==> src/rtl/i_buffer.sv <==
// i_buffer: small circular FIFO of raw RV32I words between fetch and the
// scoreboard. Decodes the head entry and issues it in order when the
// scoreboard partition for its class (ALU or LS) has room. Unsupported
// opcodes are dropped and flagged with a one-cycle bad_inst pulse.
module i_buffer #(
  parameter int unsigned DEPTH_WIDTH = 2,
  parameter int unsigned DATA_WIDTH  = 32
) (
  input  logic                  clk,
  input  logic                  rst,
  input  logic                  if_valid,
  input  logic [DATA_WIDTH-1:0] if_inst,
  output logic                  if_ready,
  input  logic                  flush,
  input  logic                  sb_vacant_ALU,
  input  logic                  sb_vacant_LS,
  output logic                  sb_valid,
  output logic [6:0]            sb_opt,
  output logic [2:0]            sb_funct,
  output logic [4:0]            sb_rs1,
  output logic [4:0]            sb_rs2,
  output logic [4:0]            sb_rd,
  output logic [DATA_WIDTH-1:0] sb_imm,
  output logic                  bad_inst
);

  localparam int unsigned DEPTH = 2 ** DEPTH_WIDTH;
  localparam logic [DEPTH_WIDTH:0]   CNT_FULL = (DEPTH_WIDTH + 1)'(DEPTH);
  localparam logic [DEPTH_WIDTH:0]   CNT_ONE  = (DEPTH_WIDTH + 1)'(1);
  localparam logic [DEPTH_WIDTH-1:0] PTR_ONE  = DEPTH_WIDTH'(1);

  localparam logic [6:0] OP_B = 7'b1100011;
  localparam logic [6:0] OP_I = 7'b0010011;
  localparam logic [6:0] OP_R = 7'b0110011;
  localparam logic [6:0] OP_L = 7'b0000011;
  localparam logic [6:0] OP_S = 7'b0100011;

  logic [DATA_WIDTH-1:0]  r_mem [DEPTH];
  logic [DEPTH_WIDTH-1:0] r_head;
  logic [DEPTH_WIDTH-1:0] r_tail;
  logic [DEPTH_WIDTH:0]   r_count;
  logic                   r_bad;

  logic [DATA_WIDTH-1:0] w_inst;
  logic [6:0]            w_op;
  logic                  w_is_alu;
  logic                  w_is_ls;
  logic                  w_has_rs2;
  logic                  w_has_rd;
  logic                  w_nonempty;
  logic                  w_drop;
  logic                  w_pop;
  logic                  w_push;

  assign w_inst     = r_mem[r_head];
  assign w_op       = w_inst[6:0];
  assign w_nonempty = (r_count != '0);

  // Ready depends only on the registered count, so a pop frees a slot one cycle later.
  assign if_ready = (r_count != CNT_FULL);

  // Classify the head opcode and build the sign-extended immediate.
  always_comb begin
    w_is_alu  = 1'b0;
    w_is_ls   = 1'b0;
    w_has_rs2 = 1'b0;
    w_has_rd  = 1'b0;
    sb_imm    = '0;
    case (w_op)
      OP_R: begin
        w_is_alu  = 1'b1;
        w_has_rs2 = 1'b1;
        w_has_rd  = 1'b1;
      end
      OP_I: begin
        w_is_alu = 1'b1;
        w_has_rd = 1'b1;
        sb_imm   = {{(DATA_WIDTH - 12){w_inst[31]}}, w_inst[31:20]};
      end
      OP_B: begin
        w_is_alu  = 1'b1;
        w_has_rs2 = 1'b1;
        sb_imm    = {{(DATA_WIDTH - 13){w_inst[31]}}, w_inst[31], w_inst[7],
                     w_inst[30:25], w_inst[11:8], 1'b0};
      end
      OP_L: begin
        w_is_ls  = 1'b1;
        w_has_rd = 1'b1;
        sb_imm   = {{(DATA_WIDTH - 12){w_inst[31]}}, w_inst[31:20]};
      end
      OP_S: begin
        w_is_ls   = 1'b1;
        w_has_rs2 = 1'b1;
        sb_imm    = {{(DATA_WIDTH - 12){w_inst[31]}}, w_inst[31:25], w_inst[11:7]};
      end
      default: ;
    endcase
  end

  assign sb_opt   = w_op;
  assign sb_funct = w_inst[14:12];
  assign sb_rs1   = w_inst[19:15];
  assign sb_rs2   = w_has_rs2 ? w_inst[24:20] : 5'd0;
  assign sb_rd    = w_has_rd ? w_inst[11:7] : 5'd0;

  // Vacancy is combinational from the scoreboard, so issue is too.
  assign sb_valid = w_nonempty && !flush &&
                    ((w_is_alu && sb_vacant_ALU) || (w_is_ls && sb_vacant_LS));
  assign w_drop   = w_nonempty && !flush && !w_is_alu && !w_is_ls;
  assign w_pop    = sb_valid || w_drop;
  assign w_push   = if_valid && if_ready && !flush;
  assign bad_inst = r_bad;

  // Head/tail/count bookkeeping; flush clears everything and discards a coincident push.
  always_ff @(posedge clk or negedge rst) begin
    if (!rst) begin
      r_head  <= '0;
      r_tail  <= '0;
      r_count <= '0;
    end else if (flush) begin
      r_head  <= '0;
      r_tail  <= '0;
      r_count <= '0;
    end else begin
      if (w_push) r_tail <= r_tail + PTR_ONE;
      if (w_pop)  r_head <= r_head + PTR_ONE;
      case ({w_push, w_pop})
        2'b10:   r_count <= r_count + CNT_ONE;
        2'b01:   r_count <= r_count - CNT_ONE;
        default: ;
      endcase
    end
  end

  // Entry storage, written at the tail on every accepted push.
  always_ff @(posedge clk or negedge rst) begin
    if (!rst) begin
      r_mem <= '{default: '0};
    end else if (w_push) begin
      r_mem[r_tail] <= if_inst;
    end
  end

  // bad_inst is high for the cycle after an unsupported head is dropped.
  always_ff @(posedge clk or negedge rst) begin
    if (!rst) begin
      r_bad <= 1'b0;
    end else begin
      r_bad <= w_drop;
    end
  end

endmodule

==> config.mk <==
export PLATFORM = sky130hd
export DESIGN_NAME = i_buffer
export DESIGN_NICKNAME = d
export VERILOG_FILES = /design/src/rtl/i_buffer.sv
export SDC_FILE = /design/constraint.sdc
export NUM_CORES = 1
export LEC_CHECK = 0
export ABC_AREA = 0
export CAP_MARGIN = 20
export CORE_MARGIN = 10
export CORE_UTILIZATION = 49
export DETAILED_ROUTE_END_ITERATION = 8
export PLACE_DENSITY = 0.87
export SLEW_MARGIN = 20
export SYNTH_ARGS = -nofsm -noshare
export SYNTH_HDL_FRONTEND = slang
export SYNTH_SLANG_ARGS = --single-unit
==> constraint.sdc <==
create_clock -name clk -period 3.45 [get_ports clk]
set_input_delay 0.8625 -clock clk [delete_from_list [all_inputs] [get_ports clk]]
set_output_delay 0.8625 -clock clk [all_outputs]
set_load 0.02 [all_outputs]
# Word level (Yosys, flattened, before mapping)
# Cells that the tools add are included.
# totals
ff_bits	136
in_bits	38
out_inout_bits	60
word_cells	67
# classes
addsub	4
magnitude_cmp	3
eq_ne	8
muxes	19
bitwise	2
reduce_logical	23
# op_table
op	count
128-bit bitwise mux	1
32-bit two-way mux	3
32-bit one-hot mux with 3 select lines	1
32-bit binary-select mux with 2-bit select	1
32-bit demux with 2-bit select	1
7-bit by 6-bit == test with 1-bit output (second input constant)	2
5-bit two-way mux	2
1-bit logical AND	9
3-bit OR reduction	3
2-bit two-way mux	4
7-bit by 2-bit == test with 1-bit output (second input constant)	1
7-bit by 5-bit == test with 1-bit output (second input constant)	1
7-bit == test (second input constant)	1
3-bit greater-or-equal comparator (second input constant)	2
2-bit NOT with 3-bit output	2
3-bit one-hot mux with 2 select lines	1
3-bit nonzero test	2
2-bit by 1-bit adder with 2-bit output (second input constant)	2
1-bit two-way mux	4
2-bit nonzero test	2
2-bit OR reduction	2
3-bit by 1-bit adder with 3-bit output (second input constant)	1
1-bit logical NOT	3
3-bit by 1-bit < comparator with 1-bit output (second input constant)	1
other kinds (6)	7

# Longest topological paths before layout
# depth
depth_word	14
mapped_depth	10
mapped_depth_nobuf	9

# Least setup slack after synthesis
# Ideal clock, no wire load.
# synth_path
path_kind	reg2out
startpoint	register r_head[0]
endpoint	output port sb_imm[13]
arrival_time_ns	3.183
required_ns	2.588
path_slack_ns	-0.596
stages_incl_launch_ff	9
path_cell_list	dfrtp_1 > buf_6 > mux4_2 > and4bb_1 > or2b_1 > nor2_2 > nor2_1 > nor2b_1 > buf_4
# synth_between
elab_chain_len	7
elab_cells_between_ends	10
classes_between	eq/ne: 4; mux: 4; bitwise: 1; reduce/logical: 1
# synth_lines
item	line_no	text
start, declared	39	logic [DEPTH_WIDTH-1:0] r_head;
start signal, assigned	126	if (w_pop) r_head <= r_head + PTR_ONE;
2-bit NOT with 3-bit output (implied by the code) *	55	assign w_inst = r_mem[r_head];
32-bit binary-select mux with 2-bit select *	55	
32-bit two-way mux (implied by the code) * (2 in series)	55	
net sb_opt[3]	18	output logic [6:0] sb_opt,
7-bit by 2-bit == test with 1-bit output or 7-bit by 5-bit == test with 1-bit output (tied branches)	69	case (w_op)
2-bit OR reduction (no line)	n/a	
32-bit one-hot mux with 3 select lines *	69	
end, declared	23	output logic [DATA_WIDTH-1:0] sb_imm,
# The timed path passes the listed nets; every way through them passes the cells marked *. The select of a mux whose other input is x is not followed.

# Final worst setup path
# layout_path
startpoint	register r_head[0]
endpoint	output port sb_imm[25]
# layout_between
elab_chain_len	7
elab_cells_between_ends	10
classes_between	eq/ne: 4; mux: 4; bitwise: 1; reduce/logical: 1
# layout_lines
item	line_no
2-bit NOT with 3-bit output (implied by the code) *	55
32-bit binary-select mux with 2-bit select *	55
32-bit two-way mux (implied by the code) * (2 in series)	55
7-bit by 2-bit == test with 1-bit output or 7-bit by 5-bit == test with 1-bit output (tied branches)	69
2-bit OR reduction (no line)	n/a
32-bit one-hot mux with 3 select lines *	69
# Every way passes the cells marked *; elsewhere a longest branch is shown, timed or not. The select of a mux whose other input is x is not followed.

==> results.yml <==
timing:
  slew_headroom: 0.487
  period_share: 1.00
  skew_ns: 0.00436
  hold_viol: 0
  fmax_mhz: 289
  rsz0062_at_grt: "yes"
  hold_slack_ns: 0.500
  tightest_slew_ns: 0.769
  fin_crit_ns: 3.46
  worst_slack_ns: -0.00808
  setup_viol: 21
  final_max_slew_viol_count: 0
pwr:
  p_per_area_nw_per_um2: 957
  leakagePower_uw: 0.00369
  netSwitchingFraction: 0.320
  worst_ir_drop_vdd_mv: 0.464
  power.share.clock: 0.231
  switching_power_uw: 2520
  internal_power_uw: 5360
  pwr-share-seq: 0.347
  combPwrFrac: 0.422
synthesis:
  synth_edf_count: 0
  synth_seq_area_share: 0.530
  synth_flop_cell: "dfrtp_1"
  syn_avg_cell_area_um2: 15.1
  synth_largest_area_cell: "dfrtp_1"
  ys_warn_count: 0
  yosysTopAreaCellShare: 0.530
  synth_seq_cells: 136
  netlist_area_um2: 6420
  synth_nets: 468
  synthArstFlopShare: 1.00
  synth_area_leaders: "dfrtp_1 (53%), mux2_2 (22%), mux4_2 (11%)"
  syn_inst: 425
  synth.distinct_cells: 36
clock_network:
  cts.htree.levels: 4
  cts_tree: "done"
  cts_hold_buf: 0
  cts_sinks: 136
  insertion_delay_ns: 0.41
  clock_path_buffers: 2
  path_clk_slew_ns: 0.06
  cts_buffers: 17
  clock-root-buffer: "clkbuf_16"
detailed_routing:
  drt_iter0_drc: 244
  vias: 3949
  routedWlPerCell_um: 20.7
  routed_wl_um: 14900
  drtPass1Iterations: 4
  viasPerCell: 5.51
  drtAntennaViolNets: 0
  remaining_drc_errors: 0
die:
  core_um2: 12700
  die_w_um: 135
  die_area_um2: 18100
  initial_core_util: 0.505
  io_pins: 98
  std_cell_rows: 41
  chipHeight_um: 135
layout:
  final_area_um2: 8230
  final_core_util: 0.647
  area_growth_pct: 28.1
  fin_nets: 575
  antenna_cells: 0
  layout_common_cells: "dfrtp_1 (134), mux2_2 (128), buf_4 (59), clkdlybuf4s50_1 (53), mux4_2 (33)"
  stdcell_count: 717
  mostFrequentLayoutCell: "dfrtp_1"
  drive_above_1_share: 0.534
setup_path:
  crit_path_max_fanout: 20
  critPathRequiredTime_ns: 2.59
  cpMaxStageDelayCell: "mux4_2"
  crit_family: "simple AND/OR/NAND/NOR gates"
  critPathCaptureType: "output pin"
  slowest_delay_ns: 0.54
  arrival_ns: 2.60
  crit_path_start_kind: "register"
  path_cells: "mux4_2, and4bb_1, or2b_4, nor2_4, nor2_4, nor2b_4, buf_12, buf_4"
  path_common_cell: "nor2_4"
  critPathKind: "register to output pin"
  cp_num_buf_inv: 2
hold_path:
  hold_class: "primary input to async pin"
place:
  portBuffers: 97
  place_ws_ns: -0.121
  place_hpwl_um: 9960
  dp_cells: 680
  gp_congestion: 0.770
  placed_cell_area_um2: 7630
global_route:
  grt_max_degree: 86
  grt_pass1_vias: 4532
  grt_overflow_total: 0
  met2_usage: 0.292
  grt_pass1_wl_um: 24000
  grtUsageMet3: 0.0523
  gr-usage-met1: 0.189
  antenna_found_initial: 0
  top_usage_layer: "met2"
  track_usage: 0.167
run:
  maxCapViolCount: 0
outcome:
  status: "finished, violations left"
  violations: "negative setup slack"
[stage by stage]
| step | power (uW) | setup TNS [ns] |
|---|---|---|
| 4_1_cts | 7760 | -1.28 |
| 2_1_floorplan | 4700 | 0 |
| 3_3_place_gp | 5750 | -1.67 |
| 6_report | 7880 | -0.109 |
| 3_5_place_dp | 5920 | -2.78 |
| 5_1_grt | 8290 | -3.50 |
[metal layers]
layer  vias to the layer above  wire length [um]
li1                       1737                 -
met4                         0               202
met3                        18               843
met2                       102              7870
met1                      2092              5950
met5                         -                 0
[cell usage after synthesis (all sizes together), types with 2 or more instances]
master  number
nand2       12
a22o         4
mux2       130
buf         37
mux2i        4
xnor2        2
dfrtp      136
ha           4
nor2        15
inv          2
a21oi        3
and2        12
nor2b       10
nand2b       4
mux4        33
clkbuf       4
and3         2
[path summary, 6_finish.rpt]
| kind | from | endpoint | slack (ns) | cells past startpoint |
|---|---|---|---|---|
| min in group clk | r_mem[111] | r_mem[111] | 0.50 | 1 |
| setup / recovery | r_head[0] | sb_imm[25] | -0.008 | 8 |
| hold reg to reg | r_mem[111] | r_mem[111] | 0.50 | 1 |
| max in group asynchronous | rst | r_mem[30] | 2.17 | 2 |
| hold / removal | rst | r_mem[3] | 0.50 | 1 |
| setup reg to reg | r_head[0] | r_count[2] | 0.36 | 11 |
[final cells by class]
type                       count  area [um^2]
clock buffer                  19          443
multi-input combinational    246         2860
sequential                   136         3410
inverter                       2         7.51
clock inverter                13          154
timing repair buffer         129         1150
tap                          172          215
fill                         933         4490
[sequential cells by signal (all words and copies together), names as in the netlist]
| register | cells |
|---|---|
| r_mem | 128 |
| r_count | 3 |
| r_head | 2 |
| r_tail | 2 |
| bad_inst | 1 |
[power by group through the flow]
| stage | clock network [uW] | logic (uW) | registers, uW |
|---|---|---|---|
| finish | 1820 | 3330 | 2730 |
| global route | 1920 | 3560 | 2810 |
| CTS | 1850 | 3190 | 2720 |
| detailed placement | 0 | 3190 | 2740 |
| global placement | 0 | 3090 | 2660 |
| floorplan | 0 | 2130 | 2570 |
[logic make-up (layout without fill, tap and decap cells)]
logic type	after synthesis	count (layout)	synth area share
AND/OR/NAND/NOR	61	61	0.0502
XOR/XNOR	3	3	0.00526
multiplexers	167	167	0.351
flip-flops	136	136	0.530
AO/OA/AOI/OAI	10	10	0.0146
adder cells (fa/ha/maj)	5	5	0.0109
buffers and inverters	43	163	0.0384
[what timing repair did]
| item | CTS | global route |
|---|---|---|
| pin swaps | 1 | 3 |
| gates resized for setup | 193 | 35 |
| setup endpoints to repair | 43 | 51 |
| setup buffers | 1 | 4 |
(Power assumes the default switching activity.)
